$ cat config.mk
export PLATFORM = sky130hd
export DESIGN_NAME = a2d_sched
export DESIGN_NICKNAME = d
export VERILOG_FILES = /design/src/rtl/a2d_sched.sv
export SDC_FILE = /design/constraint.sdc
export NUM_CORES = 1
export LEC_CHECK = 0
export BUFFER_PORTS_ARGS = -buffer_cell sky130_fd_sc_hd__clkbuf_2
export CAP_MARGIN = 10
export CORE_MARGIN = 5
export CORE_UTILIZATION = 46
export CTS_BUF_LIST = sky130_fd_sc_hd__clkbuf_8
export DETAILED_ROUTE_END_ITERATION = 6
export PLACE_DENSITY = 0.77
export SYNTH_ARGS = -nofsm -noshare
export SYNTH_HDL_FRONTEND = slang
export SYNTH_SLANG_ARGS = --single-unit
$ cat constraint.sdc
create_clock -name clk -period 1.5 [get_ports clk]
set_input_delay 0.075 -clock clk [delete_from_list [all_inputs] [get_ports clk]]
set_output_delay 0.075 -clock clk [all_outputs]
set_load 0.01 [all_outputs]
$ cat src/rtl/a2d_sched.sv
// Round-robin A2D conversion scheduler: runs two SPI transactions per channel
// (select, then read) and keeps the latest 12-bit result of each of four channels.
module a2d_sched #(
  parameter int GAP_CYC = 1
) (
  input  logic        clk,
  input  logic        rst_n,
  input  logic        nxt,
  input  logic        done,
  input  logic [15:0] resp,
  output logic        wrt,
  output logic [15:0] cmd,
  output logic [11:0] lft_ld,
  output logic [11:0] rght_ld,
  output logic [11:0] steer_pot,
  output logic [11:0] batt,
  output logic        busy,
  output logic        cnv_cmplt,
  output logic [1:0]  rr_idx
);

  typedef enum logic [1:0] {IDLE, WAIT1, GAP, WAIT2} state_t;

  localparam logic [3:0] GAP_LAST = (GAP_CYC == 0) ? 4'd0 : 4'(GAP_CYC - 1);

  state_t      state_reg, state_next;
  logic [3:0]  gap_cnt_reg, gap_cnt_next;
  logic [1:0]  rr_idx_reg, rr_idx_next;
  logic        wrt_reg, wrt_next;
  logic [15:0] cmd_reg, cmd_next;
  logic        busy_reg, busy_next;
  logic        cnv_cmplt_reg, cnv_cmplt_next;
  logic [3:0]  result_we;
  logic [11:0] result [4];
  logic [2:0]  chnl;
  logic        done_ok;
  logic        unused_resp_hi;

  // Only the low 12 bits carry conversion data.
  assign unused_resp_hi = ^resp[15:12];

  // The SPI master cannot finish in the same cycle it is started.
  assign done_ok = done & ~wrt_reg;

  always_comb begin
    chnl = 3'd0;
    case (rr_idx_reg)
      2'd0: chnl = 3'd0;
      2'd1: chnl = 3'd4;
      2'd2: chnl = 3'd5;
      2'd3: chnl = 3'd6;
      default: chnl = 3'd0;
    endcase
  end

  always_ff @(posedge clk) begin
    if (!rst_n) begin
      state_reg     <= IDLE;
      gap_cnt_reg   <= 4'd0;
      rr_idx_reg    <= 2'd0;
      wrt_reg       <= 1'b0;
      cmd_reg       <= 16'h0000;
      busy_reg      <= 1'b0;
      cnv_cmplt_reg <= 1'b0;
    end else begin
      state_reg     <= state_next;
      gap_cnt_reg   <= gap_cnt_next;
      rr_idx_reg    <= rr_idx_next;
      wrt_reg       <= wrt_next;
      cmd_reg       <= cmd_next;
      busy_reg      <= busy_next;
      cnv_cmplt_reg <= cnv_cmplt_next;
    end
  end

  always_comb begin
    state_next     = state_reg;
    gap_cnt_next   = gap_cnt_reg;
    rr_idx_next    = rr_idx_reg;
    wrt_next       = 1'b0;
    cmd_next       = cmd_reg;
    cnv_cmplt_next = 1'b0;
    result_we      = 4'b0000;
    case (state_reg)
      IDLE: begin
        if (nxt) begin
          state_next = WAIT1;
          wrt_next   = 1'b1;
          cmd_next   = {2'b00, chnl, 11'h000};
        end
      end
      WAIT1: begin
        if (done_ok) begin
          if (GAP_CYC == 0) begin
            state_next = WAIT2;
            wrt_next   = 1'b1;
          end else begin
            state_next   = GAP;
            gap_cnt_next = 4'd0;
          end
        end
      end
      GAP: begin
        if (gap_cnt_reg == GAP_LAST) begin
          state_next = WAIT2;
          wrt_next   = 1'b1;
        end else begin
          gap_cnt_next = gap_cnt_reg + 4'd1;
        end
      end
      WAIT2: begin
        if (done_ok) begin
          state_next            = IDLE;
          result_we[rr_idx_reg] = 1'b1;
          rr_idx_next           = rr_idx_reg + 2'd1;
          cnv_cmplt_next        = 1'b1;
        end
      end
      default: state_next = IDLE;
    endcase
    busy_next = (state_next != IDLE);
  end

  genvar gi;
  generate
    for (gi = 0; gi < 4; gi++) begin : g_result
      logic [11:0] res_reg;
      always_ff @(posedge clk) begin
        if (!rst_n) begin
          res_reg <= 12'h000;
        end else if (result_we[gi]) begin
          res_reg <= resp[11:0];
        end
      end
      assign result[gi] = res_reg;
    end
  endgenerate

  assign wrt       = wrt_reg;
  assign cmd       = cmd_reg;
  assign busy      = busy_reg;
  assign cnv_cmplt = cnv_cmplt_reg;
  assign rr_idx    = rr_idx_reg;
  assign lft_ld    = result[0];
  assign rght_ld   = result[1];
  assign steer_pot = result[2];
  assign batt      = result[3];

endmodule

==> results.txt <==
Critical Path RT - 1.76 ns
Status - completed
Placed cells - 388
Fin. Hold Viols - 0
GRT Total Usage - 15.6%
Synth warn - 0
Least-Margin Pin Slew - 0.520 ns
Headroom to the max-slew limit - 65.0%
VDD IR max - 0.000661 V
CTS tree - done
Async S/R FF share, synth - 0%
Sw Pwr - 0.705 mW
Diode count - 0
R2r setup slk - 0.12 ns
Initial antenna violation count - 0
Clock tree buffer depth - 2
Share of layout cells above drive strength 1 - 29.7%
Worst EP arrival - 1.63 ns
Setup CP Type - flop to flop
Max incr delay on CP - 0.35 ns
Largest net degree at the start of global routing - 73
R2R depth - 6
Register area share after synthesis - 48.6%
Synth Area in Simple Gates - 16.3%
Routed WL - 5420 um
Hold Startpoint - nxt
Tightest Hold Check Type - input port to flop
Core area - 5440 sq um
Drt first pass iters - 4
Crit end category - flop
Sink Count - 62
Pleak - 1.73 nW
Reg clk slew, reported paths - 0.06 ns
Net Sw Frac - 23.2%
Final setup vio count - 0
IO Port Bufs - 71
Vias in the first global route - 1941
Detail Placement HPWL - 3820 um
Htree depth - 3
Antenna-violating nets left - 0
Worst R2R End - gap_cnt_reg[2]
Mux cell area share after synthesis - 20.4%
# DRC - 0
RSZ-0062 raised after global routing - false
Boundary Pins - 89
Synth Register Bits - 62
Die area - 7140 sq um
Routability cong. - 0.738
Fin util - 56.8%
Worst Path Max Fanout - 5
Filler instances - 510
Clock share of power - 39.2%
Max Fclk - 0.727 GHz
Starting Density - 47.0%
Max Cap Viol - 0
Syn avg cell area - 10.1 sq um
Post-Synth Adder-Cell Area - 3.43%
Grt ovf - 0
Routed vias/inst - 4.79
Synth Cell Area - 2550 sq um
Max Slew Vio Count - 0
Yosys cell types - 29
Cells on Worst Hold Path - 3
Placement row count - 27
First-pass GRT wire length - 8910 um
Cts bufs inserted - 9
Min Tclk post-route - 1.38 ns
Initial drt markers - 57
Comb pwr share - 5.8%
XOR/XNOR Fraction of Synth Area - 0.686%
Synth Instances - 253
Setup TNS - 0 ns
Layout Cells excl Fill - 402
Nets - 354
Worst Skew - 0.00876 ns
Largest family of logic cells by synthesized area - multiplexers
P per Cell Area - 985 nW/um^2
Number of enable flip-flop cells after synthesis - 0
Die Span Y - 84.5 um
RR Startpoint - gap_cnt_reg[0]
Crit path cell chain - inv_1 > ha_1 > nor3b_1 > buf_4 > or3_1 > a21oi_1
CP Launch Type - flop
Clock latency at the later pin of the worst-skew pair - 0.33 ns
Final clock period utilization by the worst path - 91.7%
Vias - 1926
Flop pwr share - 55.0%
Internal power - 2.34 mW
Top FF cell, synth - dfxtp_1
Post-CTS setup buffers - 0
WL/cell - 13.5 um
Clock root buffer - clkbuf_8
Synth-to-Final Area Change - 20.9%
Hold Path End - busy
Compound-Gate Fraction of Synth Area - 2.50%
CP max stage cell - or3_1
Die width - 84.5 um
## metal layers
layer	global-route usage (%)	up-vias	part of all wire, %
met5	0	-	0
met3	5.59	7	7.4
met4	7.77	0	1.5
met1	18.0	914	43
li1	-	953	-
met2	25.3	52	48
## logic make-up (layout without fill, tap and decap cells)
kind of cell | count (synthesis) | count (layout)
AND/OR/NAND/NOR | 86 | 86
flip-flops | 62 | 62
multiplexers | 52 | 52
buffers and inverters | 32 | 97
AO/OA/AOI/OAI | 11 | 11
adder cells (fa/ha/maj) | 7 | 7
XOR/XNOR | 2 | 2
other | 1 | 13
## what timing repair did
item / CTS / global route
gates resized for setup: 0 / 4
setup endpoints to repair: 0 / 1
hold buffers: 0 / 0
## critical path, delay by kind of cell (launching register included)
family          cells  cell delay (ns)
compound gates      1             0.12
fa+ha+maj           1             0.18
buf+inv             2             0.19
flops               1             0.32
simple gates        2             0.50
## layout by cell type (no fill, tap or decap), types with 3 or more instances in the layout
cell type,n
nand2_4,4
o21ai_0,4
clkbuf_2,71
nand2_1,63
buf_4,6
nor2b_1,3
conb_1,13
dfxtp_1,61
inv_1,7
clkbuf_8,10
ha_1,7
a21oi_1,3
mux2i_1,52
and2_1,3
## cell usage after synthesis, drive strengths merged, types with 2 or more instances
master	instances	area [sq um]
mux2i	52	521
clkbuf	8	30.0
inv	5	18.8
a21oi	3	15.0
and2	3	18.8
nor3b	3	27.5
nand3b	2	15.0
buf	19	155
nor2b	3	18.8
xnor2	2	17.5
dfxtp	62	1240
ha	7	87.6
or3	2	12.5
nand2	67	282
o21ai	5	25.0
## power by group through the flow
stage	clock network, mW	logic (mW)	registers, mW
final	1.19	0.176	1.67
after global routing	1.31	0.197	1.68
after CTS	1.22	0.176	1.67
after detailed placement	0	0.176	1.71
after global placement	0	0.174	1.71
after floorplan	0	0.136	1.71
## per-stage QoR
stage	hold WS [ns]	setup slack, ns	power [mW]	cell area (sq um)
finish	0.0239	0.125	3.04	3090
global route	0.0463	0.0796	3.19	3090
CTS	0.00768	0.00520	3.07	3080
floorplan	0.215	0.00445	1.85	2600
detailed placement	0.354	0.0195	1.89	2920
global placement	0.343	0.0810	1.88	2920
## final cells by class
| class | instances | area (sq um) | share of cell area (%) |
|---|---|---|---|
| multi-input combinational | 171 | 1160 | 37.6 |
| clock buffer | 10 | 138 | 4.46 |
| sequential | 62 | 1240 | 40.2 |
| tap | 72 | 90.1 | 2.92 |
| clock inverter | 4 | 17.5 | 0.567 |
| inverter | 5 | 18.8 | 0.608 |
| timing repair buffer | 78 | 420 | 13.6 |
## worst max path at each step
stage / from / endpoint / slack [ns] / cells after the start
3_3_place_gp: gap_cnt_reg[0] / gap_cnt_reg[0] / 0.08 / 5
3_5_place_dp: gap_cnt_reg[0] / gap_cnt_reg[0] / 0.02 / 5
6_report: gap_cnt_reg[0] / gap_cnt_reg[2] / 0.12 / 6
5_1_grt: gap_cnt_reg[0] / wrt / 0.08 / 6
4_1_cts: gap_cnt_reg[0] / gap_cnt_reg[0] / 0.005 / 5
2_1_floorplan: gap_cnt_reg[0] / gap_cnt_reg[0] / 0.004 / 5
No activity file was read; power rests on OpenSTA's default activity.
